File: config.mk
export PLATFORM = sky130hd
export DESIGN_NAME = alu_result_fifo
export DESIGN_NICKNAME = d
export VERILOG_FILES = /design/src/rtl/alu_pkg.sv /design/src/rtl/hex_seg7.sv /design/src/rtl/alu_result_fifo.sv
export SDC_FILE = /design/constraint.sdc
export NUM_CORES = 1
export LEC_CHECK = 0
export CAP_MARGIN = 20
export CELL_PAD_IN_SITES_DETAIL_PLACEMENT = 1
export CELL_PAD_IN_SITES_GLOBAL_PLACEMENT = 1
export CORE_MARGIN = 2
export CORE_UTILIZATION = 44
export DETAILED_ROUTE_END_ITERATION = 10
export GPL_TIMING_DRIVEN = 0
export HOLD_SLACK_MARGIN = 0.05
export PLACE_DENSITY = 0.77
export SKIP_LAST_GASP = 1
export SYNTH_ARGS = -nofsm -noshare
export SYNTH_HDL_FRONTEND = slang
export SYNTH_SLANG_ARGS = --single-unit
File: constraint.sdc
create_clock -name clock -period 3.5 [get_ports clock]
set_input_delay 0.7 -clock clock [delete_from_list [all_inputs] [get_ports clock]]
set_output_delay 0.7 -clock clock [all_outputs]
set_load 0.1 [all_outputs]
File: src/rtl/alu_pkg.sv
// alu_pkg: shared ALU widths, default result-FIFO depth and function codes.
package alu_pkg;
  localparam int ALU_W = 8;
  localparam int ALU_DEPTH = 4;
  localparam int FW = 3;
  localparam logic [FW-1:0] FN_ADD = 3'd0;
  localparam logic [FW-1:0] FN_SUB = 3'd1;
  localparam logic [FW-1:0] FN_AND = 3'd2;
  localparam logic [FW-1:0] FN_OR = 3'd3;
  localparam logic [FW-1:0] FN_XOR = 3'd4;
  localparam logic [FW-1:0] FN_PASS = 3'd5;
endpackage

File: src/rtl/hex_seg7.sv
// hex_seg7: 4-bit hex digit to active-low 7-segment pattern (bit 0 = segment a).
module hex_seg7 (
  input  logic [3:0] hex,
  output logic [6:0] seg
);
  always_comb begin
    seg = 7'h7f;
    case (hex)
      4'h0: seg = 7'h40;
      4'h1: seg = 7'h79;
      4'h2: seg = 7'h24;
      4'h3: seg = 7'h30;
      4'h4: seg = 7'h19;
      4'h5: seg = 7'h12;
      4'h6: seg = 7'h02;
      4'h7: seg = 7'h78;
      4'h8: seg = 7'h00;
      4'h9: seg = 7'h10;
      4'ha: seg = 7'h08;
      4'hb: seg = 7'h03;
      4'hc: seg = 7'h46;
      4'hd: seg = 7'h21;
      4'he: seg = 7'h06;
      default: seg = 7'h0e;
    endcase
  end
endmodule

File: src/rtl/alu_result_fifo.sv
// alu_result_fifo: first-word fall-through queue of ALU results with B-operand feedback and stall counter.
// Define ALU_FIFO_HEX_EN to add HEX0/HEX1 seven-segment views of the head entry.
module alu_result_fifo
  import alu_pkg::*;
#(
  parameter int DEPTH = ALU_DEPTH,
  parameter int W = ALU_W
) (
  input  logic          clock,
  input  logic          resetn,
  input  logic          in_valid,
  output logic          in_ready,
  input  logic [W-1:0]  in_result,
  input  logic [FW-1:0] in_func,
  input  logic          clear,
  output logic          out_valid,
  input  logic          out_ready,
  output logic [W-1:0]  out_data,
  output logic [FW-1:0] out_func,
  output logic [$clog2(DEPTH):0] count,
  output logic [3:0]    reg_b,
  output logic [7:0]    stall_cnt
`ifdef ALU_FIFO_HEX_EN
  ,
  output logic [6:0]    HEX0,
  output logic [6:0]    HEX1
`endif
);
  localparam int AW = $clog2(DEPTH);
  localparam int CW = AW + 1;
  logic [W-1:0] data_mem [DEPTH];
  logic [FW-1:0] func_mem [DEPTH];
  logic [AW-1:0] wptr, rptr;
  logic push, pop;
  assign in_ready = count != CW'(DEPTH);
  assign out_valid = count != '0;
  assign push = in_valid && in_ready;
  assign pop = out_valid && out_ready;
  assign out_data = out_valid ? data_mem[rptr] : '0;
  assign out_func = out_valid ? func_mem[rptr] : '0;
  // storage needs no reset: reads are masked whenever the queue is empty
  always_ff @(posedge clock) begin
    if (push && !clear) begin
      data_mem[wptr] <= in_result;
      func_mem[wptr] <= in_func;
    end
  end
  always_ff @(posedge clock or negedge resetn) begin
    if (!resetn) begin
      wptr <= '0;
      rptr <= '0;
      count <= '0;
    end else if (clear) begin
      wptr <= '0;
      rptr <= '0;
      count <= '0;
    end else begin
      wptr <= wptr + AW'(push);
      rptr <= rptr + AW'(pop);
      count <= count + CW'(push) - CW'(pop);
    end
  end
  // feedback and stall statistics track the handshake even when clear drops the entry
  always_ff @(posedge clock or negedge resetn) begin
    if (!resetn) begin
      reg_b <= '0;
      stall_cnt <= '0;
    end else begin
      if (push) reg_b <= in_result[3:0];
      if (in_valid && !in_ready && stall_cnt != 8'hff) stall_cnt <= stall_cnt + 8'd1;
    end
  end
`ifdef ALU_FIFO_HEX_EN
  logic [6:0] seg0, seg1;
  hex_seg7 u_hex0 (.hex(out_data[3:0]), .seg(seg0));
  hex_seg7 u_hex1 (.hex(out_data[7:4]), .seg(seg1));
  assign HEX0 = out_valid ? seg0 : 7'h7f;
  assign HEX1 = out_valid ? seg1 : 7'h7f;
`endif
endmodule

==> impl_metrics.py, run 1 <==
metrics = {
    "hold_path": {
        "hold_start": "reg_b[0]",
        "min_delay_path_depth": 1,
        "hp-class": "reg -> reg",
    },
    "critical_path": {
        "crit_path_start": "rptr[0]",
        "critPathMaxStageDelay_ns": 0.96,
        "slowest_stage": "clkdlybuf4s50_1",
        "cp.required_ns": 2.80,
        "cp-end-kind": "output pin",
        "critical_path_class": "reg -> out",
        "crit_arrival_ns": 2.67,
        "path_max_fanout": 10,
        "rr_worst_depth": 10,
        "critPathLaunchType": "flip-flop",
        "crit_chain": "buf_4 -> mux4_2 -> and2_1 -> clkdlybuf4s50_1",
        "r2r_start": "count[1]",
    },
    "logic_synthesis": {
        "ys_warn_count": 0,
        "synthesis.nets": 172,
        "synthesis.area_sq_mm": 0.00260,
        "synth_cells": 152,
        "ys_seq_area_share_pct": 69.1,
        "ys_types": 32,
        "ys_seq_elements": 63,
        "synth_area_per_cell_sq_um": 17.1,
    },
    "sta": {
        "slew_violations": 0,
        "rsz0062_at_grt": "no",
        "final.min_clock_period_ns": 3.37,
        "slew_headroom_pct": 34.3,
        "finalSetupTns_ns": 0,
        "setup_violations": 0,
        "hold_viol_final": 0,
        "min_period_over_period_pct": 96.3,
        "clock_skew_ns": 0.00575,
        "tightest_slew_ns": 0.982,
        "clock.fmax_ghz": 0.297,
    },
    "drt": {
        "drt_first_iter_violations": 53,
        "drt_wl_total_mm": 5.29,
        "top_layer_used": "met4",
        "dr_wl_met3_um": 201,
        "drt-met1-wl_mm": 2.22,
        "wl_per_cell_um": 18.3,
        "dr_total_vias": 1525,
        "drtPass1Iterations": 4,
        "drc_errors": 0,
        "wl_met2_mm": 2.77,
        "ant_nets": 0,
        "vias_per_cell": 5.28,
    },
    "floorplan": {
        "initial_core_util_pct": 44.7,
        "die_h_um": 80.9,
        "io_pins": 44,
        "die_area_sq_mm": 0.00654,
        "core.rowCount": 28,
        "coreArea_sq_mm": 0.00582,
        "die_w_um": 80.9,
    },
    "clock_tree": {
        "cts_hold_buf": 0,
        "cts_tree": "built",
        "cts_buffer_depth": 2,
        "numCtsBuffers": 9,
        "cts_resized": 0,
        "post_cts_buffers": 0,
        "clkSlewWorstSetupHoldPaths_ns": 0.07,
        "cts-root-buf": "clkbuf_8",
        "cts.sinks": 63,
        "clock_latency_ns": 0.33,
        "h-tree-depth": 3,
    },
    "global_routing": {
        "grt_pass1_wl_mm": 8.66,
        "overflow": 0,
        "grtUsageTotal_pct": 18.5,
        "grt_pass1_vias": 1720,
        "antenna_found_initial": 0,
        "grt_max_degree": 20,
    },
    "placement": {
        "portBuffers": 43,
        "place_hpwl_mm": 3.78,
        "place.gp.congestion": 0.711,
    },
    "finish": {
        "drive_gt1_share_pct": 20.6,
        "fill_cells": 572,
        "area_delta_synth_final_pct": 31.0,
        "post-route-util_pct": 58.6,
        "nets": 229,
        "antenna-diode-count": 0,
    },
    "run_status": {
        "status": "finished, final reports clean",
    },
    "run": {
        "cap_violations": 0,
    },
}
## state kept, by name (all words and copies together) (netlist names)
signal and flops:
wptr 2, func_mem 12, data_mem 32, count 3, rptr 2, reg_b 4, stall_cnt 8
## worst paths after layout
| check | to | slack [ns] |
|---|---|---|
| worst max-delay path | out_data[3] | 0.13 |
| worst min-delay path | reg_b[0] | 0.51 |
| worst max register to register | count[2] | 1.10 |
| worst min register to register | reg_b[0] | 0.51 |
| max in group asynchronous | reg_b[2] | 2.09 |
| min in group asynchronous | rptr[1] | 0.87 |
## routing by layer
layer	up-vias	GRT usage, %
li1	683	-
met4	0	7.63
met3	12	5.11
met2	45	32.6
met5	-	0
met1	785	21.4
## logic make-up (layout without fill, tap and decap cells)
logic type	after synthesis	in the layout	synth area share (%)
AND/OR/NAND/NOR	45	45	10.2
multiplexers	19	19	12.9
buffers and inverters	8	70	1.64
adder cells (fa/ha/maj)	4	4	2.21
flip-flops	63	63	69.1
XOR/XNOR	9	9	3.03
AO/OA/AOI/OAI	4	4	0.914
## synthesized netlist by cell type, drive strengths merged
| master | number | area share (%) |
|---|---|---|
| edfxtp | 44 | 51 |
| dfrtp | 19 | 18 |
| and2 | 13 | 3.1 |
| mux4 | 11 | 9.5 |
| nor2 | 8 | 1.2 |
| mux2 | 7 | 3.0 |
| nand2 | 5 | 0.82 |
| xor2 | 5 | 1.7 |
| xnor2 | 4 | 1.3 |
| a21oi | 3 | 0.58 |
| buf | 3 | 0.91 |
| ha | 3 | 1.4 |
| inv | 3 | 0.43 |
| nand3 | 3 | 0.58 |
| nand4 | 3 | 0.72 |
| clkbuf | 2 | 0.29 |
| nand2b | 2 | 0.48 |
| nor2b | 2 | 0.48 |
| nor3 | 2 | 0.38 |
| nor4b | 2 | 0.67 |
| and4bb | 1 | 0.48 |
| fa | 1 | 0.77 |
| mux2i | 1 | 0.38 |
| nor4 | 1 | 0.24 |
| nor4bb | 1 | 0.38 |
| o21ai | 1 | 0.34 |
| or3 | 1 | 0.24 |
| or3b | 1 | 0.43 |
## metrics by stage
step	instances	worst slack, ns	instance area (sq um)	hold WS (ns)
floorplan	152	0.0790	2600	0.404
global placement	270	-0.527	3130	0.477
detailed placement	273	0.440	3190	0.497
CTS	289	0.0640	3410	0.513
global route	289	0.00805	3410	0.542
finish	289	0.129	3410	0.506
## worst max-delay path: cells and delay by family (launching register included)
family                 cells  cell delay (ns)
muxes                      1             0.54
and+or+nand+nor            1             0.17
buffers and inverters      2             1.22
DFF                        1             0.41
## area by class of cell
type | count | area (sq um) | share of cell area (%)
clock buffers | 10 | 128 | 3.75
clock inverters | 6 | 85.1 | 2.50
well taps | 75 | 93.8 | 2.75
plain buffers | 5 | 32.5 | 0.955
multi-input cells | 81 | 796 | 23.4
repair buffers | 46 | 464 | 13.6
flip-flops and latches | 63 | 1800 | 52.7
inverters | 3 | 11.3 | 0.331
## placed cells by master (no fill, tap or decap), drive strengths merged
cell	count
and4bb	1
dfrtp	19
ha	3
mux2i	1
nor3	2
clkdlybuf4s50	43
o21ai	1
nor4b	2
nor2b	2
inv	3
xor2	5
nand2	5
clkinvlp	1
nand4	3
or3	1
or3b	1
edfxtp	44
xnor2	4
a21oi	3
nand3	3
mux2	7
and2	13
bufinv	2
nand2b	2
clkinv	3
clkbuf	12
nor4	1
nor4bb	1
buf	6
nor2	8
mux4	11
fa	1
Power of run 1 is left out: the tool's default activity adds up to more than one toggle a clock period on the data nets, which glitch-free logic cannot reach.
==> run 2, diff against run 1 <==
--- a/config.mk
+++ b/config.mk
@@ -10,6 +10,7 @@
 export CELL_PAD_IN_SITES_GLOBAL_PLACEMENT = 1
 export CORE_MARGIN = 2
 export CORE_UTILIZATION = 44
+export CTS_BUF_LIST = sky130_fd_sc_hd__clkbuf_16
 export DETAILED_ROUTE_END_ITERATION = 10
 export GPL_TIMING_DRIVEN = 0
 export HOLD_SLACK_MARGIN = 0.05
@@ -17,4 +18,6 @@
 export SKIP_LAST_GASP = 1
 export SYNTH_ARGS = -nofsm -noshare
 export SYNTH_HDL_FRONTEND = slang
+export SYNTH_HIERARCHICAL = 1
 export SYNTH_SLANG_ARGS = --single-unit
+export TNS_END_PERCENT = 30
==> impl_metrics.py, run 2 <==
metrics = {
    "run_status": {
        "status": "finished, final reports clean",
    },
    "global_routing": {
        "gr-usage-met3_pct": 4.67,
        "antenna_found_initial": 0,
        "grt_pass1_wl_mm": 9.09,
        "overflow": 0,
        "grtUsageTotal_pct": 19.6,
        "busiest_layer": "met2",
        "met1_usage_pct": 22.0,
        "grt_max_degree": 20,
        "gr-usage-met2_pct": 35.4,
        "grt_pass1_vias": 1752,
    },
    "drt": {
        "wl_per_cell_um": 19.2,
        "drtPass1Iterations": 4,
        "drc_errors": 0,
        "ant_nets": 0,
        "drt_first_iter_violations": 65,
        "vias_per_cell": 5.27,
        "drt_wl_total_mm": 5.56,
        "dr_total_vias": 1523,
    },
    "sta": {
        "clock_skew_ns": 0.00374,
        "min_period_over_period_pct": 96.9,
        "final.min_clock_period_ns": 3.39,
        "setup_violations": 0,
        "slew_headroom_pct": 34.2,
        "whs_ns": 0.501,
        "rsz0062_at_grt": "no",
        "slew_violations": 0,
        "tightest_slew_ns": 0.983,
        "clock.fmax_ghz": 0.295,
        "hold_viol_final": 0,
    },
    "hold_path": {
        "min_delay_path_depth": 1,
        "hold_start": "reg_b[0]",
        "whs_endpoint": "reg_b[0]",
        "hp-class": "reg -> reg",
    },
    "finish": {
        "top_register": "data_mem",
        "reg_top3": "data_mem (32), func_mem (12), stall_cnt (8)",
        "layout_common_cells": "edfxtp_1 (44), clkdlybuf4s50_1 (43), dfrtp_1 (19)",
        "largest_reg_flops": 32,
        "mostFrequentLayoutCell": "edfxtp_1",
        "area_delta_synth_final_pct": 34.9,
        "nets": 229,
        "antenna-diode-count": 0,
        "drive_gt1_share_pct": 20.6,
        "fin_cells": 289,
    },
    "floorplan": {
        "die_w_um": 80.9,
        "die_area_sq_mm": 0.00654,
        "initial_core_util_pct": 44.7,
        "die_h_um": 80.9,
        "io_pins": 44,
        "coreArea_sq_mm": 0.00582,
        "core.rowCount": 28,
    },
    "logic_synthesis": {
        "synth_area_per_cell_sq_um": 17.1,
        "ys_warn_count": 6,
        "ys_seq_elements": 63,
        "synth.area.top_cells": "edfxtp_1 (51%), dfrtp_1 (18%), mux4_2 (9.5%)",
        "synth_edf_count": 44,
        "synth.most_common_cell": "edfxtp_1",
        "synth_cells": 152,
        "ys_types": 32,
        "synthesis.area_sq_mm": 0.00260,
        "ys_seq_area_share_pct": 69.1,
        "async_flop_share_pct": 30.2,
        "synthesis.nets": 172,
        "synth.top_cells.by_count": "edfxtp_1 (44), dfrtp_1 (19), and2_1 (13)",
        "synth_top_area_cell": "edfxtp_1",
        "synth-main-ff-cell": "edfxtp_1",
        "synthDominantCellAreaShare_pct": 50.8,
    },
    "run": {
        "cap_violations": 0,
    },
    "power": {
        "ir_drop_uv": 682,
        "powerDensity_mw_per_mm2": 1000,
        "p_leak_nw": 1.29,
        "power_mw": 3.51,
    },
    "clock_tree": {
        "clkSlewWorstSetupHoldPaths_ns": 0.05,
        "clock_latency_ns": 0.32,
        "cts_tree": "built",
        "cts-root-buf": "clkbuf_16",
        "cts_resized": 0,
        "cts.sinks": 63,
        "post_cts_buffers": 0,
        "numCtsBuffers": 9,
        "h-tree-depth": 3,
        "cts_hold_buf": 0,
        "cts_buffer_depth": 2,
    },
    "critical_path": {
        "rr_worst_depth": 10,
        "crit_buf_inv": 2,
        "cp_top_family": "buffers and inverters",
        "r2r-end": "count[2]",
        "path_max_fanout": 10,
        "critical_path_class": "reg -> out",
        "critPathLaunchType": "flip-flop",
        "r2r_start": "count[1]",
        "reg2reg_slack_ns": 1.10,
        "critPathMaxStageDelay_ns": 0.96,
        "cp-end-kind": "output pin",
        "crit_chain": "buf_4 -> mux4_2 -> and2_1 -> clkdlybuf4s50_1",
        "slowest_stage": "clkdlybuf4s50_1",
        "cp.required_ns": 2.80,
        "crit_arrival_ns": 2.69,
    },
    "placement": {
        "dp.cells": 273,
        "portBuffers": 43,
        "place.gp.congestion": 0.711,
        "place_hpwl_mm": 3.78,
    },
}
[run 2: cell count changes in the layout (fill, tap and decap cells not counted)]
cell and change:
clkbuf_16 +9, clkbuf_8 -9, clkbuf_1 -1, inv_1 +1
[run 2: worst max-delay path by stage]
stage              from              to  slack (ns)  cells past startpoint
2_1_floorplan  count[1]  data_mem[1][0]        0.08                      4
3_3_place_gp   in_valid  data_mem[1][6]       -0.53                      4
3_5_place_dp    rptr[0]     out_data[3]        0.44                      4
4_1_cts         rptr[0]     out_data[1]        0.09                      4
5_1_grt         rptr[0]     out_data[1]        0.04                      4
6_report        rptr[0]     out_data[3]        0.11                      4
[run 2: layout make-up]
class	count	area (sq um)
Clock inverter	7	88.8
Tap cell	75	93.8
Timing Repair Buffer	46	464
Sequential cell	63	1800
Multi-Input combinational cell	81	796
Inverter	3	11.3
Fill cell	562	2310
Clock buffer	9	225
Buffer	5	32.5
[run 2: cells by family after synthesis]
| group | after synthesis | share of synthesized area (%) |
|---|---|---|
| adder cells (fa/ha/maj) | 4 | 2.21 |
| multiplexers | 19 | 12.9 |
| AO/OA/AOI/OAI | 4 | 0.914 |
| XOR/XNOR | 9 | 3.03 |
| AND/OR/NAND/NOR | 45 | 10.2 |
| flip-flops | 63 | 69.1 |
| buffers and inverters | 8 | 1.64 |
[run 2: through the flow]
| stage | util, % | setup TNS, ns | area [sq um] | worst slack (ns) |
|---|---|---|---|---|
| after floorplan | - | 0 | 2600 | 0.0790 |
| after global placement | 53.8 | -19.16 | 3130 | -0.527 |
| after detailed placement | 54.9 | 0 | 3190 | 0.440 |
| after CTS | 60.3 | 0 | 3510 | 0.0850 |
| after global routing | 60.3 | 0 | 3510 | 0.0372 |
| final | 60.3 | 0 | 3510 | 0.108 |
[run 2: report_power, final]
group | switching, mW | total (mW) | internal [mW]
clock network | 0.311 | 0.928 | 0.617
logic | 1.16 | 1.60 | 0.444
registers | 0.0905 | 0.981 | 0.891
[run 2: per-layer routing]
metal	share of wire (%)	wire length (um)
met1	40	2240
met2	55	3060
met3	3.1	171
met4	1.7	94
met5	0	0
[run 2: worst register-to-register path: stages, from the launching register on]
cell,delay [ns]
dfrtp_1,0.46
or3b_4,0.45
nand2_2,0.10
buf_6,0.17
xnor2_1,0.14
ha_1,0.16
inv_1,0.05
fa_1,0.37
xor2_1,0.16
xnor2_1,0.15
nor2_1,0.06
(Power assumes the default switching activity.)
==> run 3, diff against run 2 <==
--- a/config.mk
+++ b/config.mk
@@ -8,6 +8,7 @@
 export CAP_MARGIN = 20
 export CELL_PAD_IN_SITES_DETAIL_PLACEMENT = 1
 export CELL_PAD_IN_SITES_GLOBAL_PLACEMENT = 1
+export CORE_ASPECT_RATIO = 0.9
 export CORE_MARGIN = 2
 export CORE_UTILIZATION = 44
 export CTS_BUF_LIST = sky130_fd_sc_hd__clkbuf_16
==> impl_metrics.py, run 3 (same netlist as run 2, synthesis figures left out) <==
metrics = {
    "clock_tree": {
        "clock_latency_ns": 0.33,
        "cts_resized": 0,
        "cts_buffer_depth": 2,
        "cts-root-buf": "clkbuf_16",
        "cts.sinks": 63,
        "clkSlewWorstSetupHoldPaths_ns": 0.05,
        "cts_tree": "built",
        "h-tree-depth": 3,
        "post_cts_buffers": 0,
        "numCtsBuffers": 9,
        "cts_hold_buf": 0,
    },
    "sta": {
        "min_period_over_period_pct": 96.0,
        "tightest_slew_ns": 0.990,
        "setup_violations": 0,
        "slew_violations": 0,
        "clock.fmax_ghz": 0.298,
        "slew_headroom_pct": 33.8,
        "rsz0062_at_grt": "no",
        "hold_viol_final": 0,
        "clock_skew_ns": 0.00399,
        "final.min_clock_period_ns": 3.36,
    },
    "drt": {
        "vias_per_cell": 5.33,
        "wl_per_cell_um": 19.0,
        "dr_wl_met3_um": 215,
        "drt_wl_total_mm": 5.38,
        "wl_met2_mm": 2.81,
        "drt_first_iter_violations": 90,
        "dr_total_vias": 1515,
        "drtPass1Iterations": 4,
        "drc_errors": 0,
        "top_layer_used": "met4",
        "ant_nets": 0,
        "drt-met1-wl_mm": 2.31,
    },
    "critical_path": {
        "rr_worst_depth": 10,
        "cp.required_ns": 2.80,
        "path_max_fanout": 10,
        "critical_path_class": "reg -> out",
        "reg2reg_slack_ns": 1.04,
        "critPathLaunchType": "flip-flop",
        "crit_arrival_ns": 2.66,
        "cp-end-kind": "output pin",
        "r2r_start": "count[1]",
        "crit_path_start": "rptr[0]",
        "r2r-end": "count[2]",
    },
    "global_routing": {
        "grt_pass1_wl_mm": 8.96,
        "grt_max_degree": 20,
        "grtUsageTotal_pct": 18.6,
        "grt_pass1_vias": 1713,
        "antenna_found_initial": 0,
        "overflow": 0,
    },
    "hold_path": {
        "min_delay_path_depth": 1,
        "hp-class": "reg -> reg",
        "hold_start": "reg_b[1]",
        "whs_endpoint": "reg_b[1]",
    },
    "finish": {
        "drive_gt1_share_pct": 21.0,
        "nets": 229,
        "layout_common_cells": "edfxtp_1 (44), clkdlybuf4s50_1 (43), dfrtp_1 (19)",
        "reg_top3": "data_mem (32), func_mem (12), stall_cnt (8)",
        "final-seq-area_sq_mm": 0.00180,
        "area_delta_synth_final_pct": 33.6,
        "fin_cells": 284,
        "largest_reg_flops": 32,
        "top_register": "data_mem",
        "mostFrequentLayoutCell": "edfxtp_1",
        "multi_input_area_sq_um": 796,
        "fill_cells": 523,
        "antenna-diode-count": 0,
    },
    "floorplan": {
        "die_area_sq_mm": 0.00654,
        "die_w_um": 85.1,
        "coreArea_sq_mm": 0.00569,
        "die_h_um": 76.9,
        "initial_core_util_pct": 45.7,
        "io_pins": 44,
        "core.rowCount": 26,
    },
    "placement": {
        "dp.cells": 268,
        "place_hpwl_mm": 3.80,
        "portBuffers": 43,
        "place.gp.congestion": 0.841,
    },
    "run_status": {
        "status": "finished, final reports clean",
    },
    "run": {
        "cap_violations": 0,
    },
}
-- run 3: changes by cell type in the layout (fill, tap and decap cells not counted) --
cell       delta
clkinv_2      +2
bufinv_16     -1
clkinv_1      -1
buf_4         +1
buf_6         -1
-- run 3: routing by layer --
| metal | global-route usage [%] | vias to the layer above |
|---|---|---|
| met5 | 0 | - |
| met4 | 5.56 | 0 |
| met3 | 6.89 | 8 |
| met2 | 30.2 | 35 |
| met1 | 23.3 | 785 |
| li1 | - | 687 |
-- run 3: how the worst max path moves through the flow --
| stage | to | cells past startpoint |
|---|---|---|
| after floorplan | data_mem[1][0] | 4 |
| after global placement | data_mem[1][6] | 4 |
| after detailed placement | out_data[6] | 4 |
| after CTS | out_data[6] | 4 |
| after global routing | out_data[6] | 4 |
| final | out_data[6] | 4 |
-- run 3: worst max-delay path, cell delays in order (launching register included) --
cell and delay, ns:
dfrtp_1 0.40, buf_4 0.27, mux4_2 0.52, and2_1 0.17
clkdlybuf4s50_1 0.97
-- run 3: area by class of cell --
class | instances | share of cell area, %
Tap cell | 70 | 2.52
Multi-Input combinational cell | 81 | 22.9
Buffer | 5 | 0.936
Timing Repair Buffer | 46 | 13.3
Inverter | 3 | 0.324
Clock buffer | 9 | 6.48
Clock inverter | 7 | 1.87
Sequential cell | 63 | 51.7
-- run 3: metrics by stage --
| stage | hold slack [ns] | TNS, ns | util [%] | instance area, sq um | setup slack, ns |
|---|---|---|---|---|---|
| CTS | 0.508 | 0 | 61.0 | 3470 | 0.0969 |
| floorplan | 0.404 | 0 | - | 2600 | 0.0790 |
| global placement | 0.477 | -18.51 | 54.8 | 3120 | -0.516 |
| detailed placement | 0.493 | 0 | 55.9 | 3180 | 0.452 |
| finish | 0.500 | 0 | 61.0 | 3470 | 0.142 |
| global route | 0.517 | 0 | 61.0 | 3470 | 0.0216 |
Power of run 3 is left out for the same reason.
==> RTL change (settings of run 3) <==
Register the output `count` once more; this adds one clock of latency there. The other outputs are not delayed to match.
--- a/src/rtl/alu_result_fifo.sv
+++ b/src/rtl/alu_result_fifo.sv
@@ -28,12 +28,14 @@
 );
   localparam int AW = $clog2(DEPTH);
   localparam int CW = AW + 1;
+
+  logic [$clog2(DEPTH):0] count_s0;
   logic [W-1:0] data_mem [DEPTH];
   logic [FW-1:0] func_mem [DEPTH];
   logic [AW-1:0] wptr, rptr;
   logic push, pop;
-  assign in_ready = count != CW'(DEPTH);
-  assign out_valid = count != '0;
+  assign in_ready = count_s0 != CW'(DEPTH);
+  assign out_valid = count_s0 != '0;
   assign push = in_valid && in_ready;
   assign pop = out_valid && out_ready;
   assign out_data = out_valid ? data_mem[rptr] : '0;
@@ -49,15 +51,15 @@
     if (!resetn) begin
       wptr <= '0;
       rptr <= '0;
-      count <= '0;
+      count_s0 <= '0;
     end else if (clear) begin
       wptr <= '0;
       rptr <= '0;
-      count <= '0;
+      count_s0 <= '0;
     end else begin
       wptr <= wptr + AW'(push);
       rptr <= rptr + AW'(pop);
-      count <= count + CW'(push) - CW'(pop);
+      count_s0 <= count_s0 + CW'(push) - CW'(pop);
     end
   end
   // feedback and stall statistics track the handshake even when clear drops the entry
@@ -77,5 +79,9 @@
   assign HEX0 = out_valid ? seg0 : 7'h7f;
   assign HEX1 = out_valid ? seg1 : 7'h7f;
 `endif
+  always_ff @(posedge clock) begin
+    count <= count_s0;
+  end
+
 endmodule
 
Formal check against the unedited RTL: not equivalent (a bounded check fails within 4 cycles, from zero or initial values and one cycle with resetn low).
==> RTL change against run 3 <==
Final area rose by 1.9%. Sequential cell count up 3. Utilization grew 0.44 points. Worst setup slack worse by 0.046 ns. Hold slack worse by 0.016 ns. Area after synthesis rose by 2.3%. Die area up 2.2%. Via count is 3.0% higher. Routed wire length increased by 11%. Critical path type unchanged. Critical endpoint unchanged. Highest routed layer unchanged.
==> RTL change: results (changes against run 3) <==
status: finished, final reports clean
Synth top area share: 0.4965 (-0.01146)
Post-Synth Adder-Cell Area: 0.02163 (-0.0004993)
nets: 235 (+2.6%)
Seq/Total Area, Yosys: 0.6977 (+0.006980)
GRT Total Usage: 0.1966 (+0.01085)
synth unique cells: 33 (+3.1%)
worst-margin pin slew: 0.9841 ns (-0.006091 ns)
RD Place Congestion: 0.7252 (-14%)
asr flop ratio synth: 0.2879 (-0.01371)
drt initial violations: 94 (+4.4%)
FF-to-FF End: count_s0[2]$_DFF_PN0_
Non-clock buffers: 54 (+5.9%)
dpl hpwl: 3915 µm (+3.0%)
Sink Count: 66 (+4.8%)
Compound-Gate Fraction of Synth Area: 0.008933 (-0.0002062)
WHS Path Cells: 0 (-1)
HP Start: count_s0[0]$_DFF_PN0_
syn nets: 175 (+1.7%)
clock skew: 0.003904 ns (-0.00008218 ns)
WL final: 5963 µm (+11%)
Min Hold Slack: 0.4842 ns (-0.01571 ns)
hold endpoint: count[0]$_DFF_P_
vias per cell: 5.401 (+1.3%)
fraction of area in registers: 0.5246 (+0.007463)
==> RTL change: report_power, final <==
| part | leakage, nW | internal (mW) | switching (mW) |
|---|---|---|---|
| Combinational | 0.530 | 0.448 | 1.19 |
| Sequential | 0.665 | 0.939 | 0.0923 |
| Clock | 0.145 | 0.536 | 0.306 |
| Total | 1.34 | 1.92 | 1.59 |
==> RTL change: layer usage <==
metal | vias to the layer above | global-route usage | part of all wire
met1 | 816 | 0.2473 | 0.43
met4 | 0 | 0.09048 | 0.019
met3 | 10 | 0.04149 | 0.029
met2 | 32 | 0.3248 | 0.53
met5 | - | 0 | 0
li1 | 703 | - | -
==> RTL change: through the flow <==
step / utilization / cell area, µm²
after global routing: 0.6147 / 3540
after global placement: 0.5522 / 3179
after detailed placement: 0.5658 / 3258
after CTS: 0.6139 / 3535
final: 0.6147 / 3540
after floorplan: - / 2661
==> RTL change: critical path: stages (launching register included) <==
cell and delay, ns:
dfrtp_1 0.46, or3_1 0.22, clkbuf_1 0.36, and2_1 0.20
clkdlybuf4s50_1 1.13
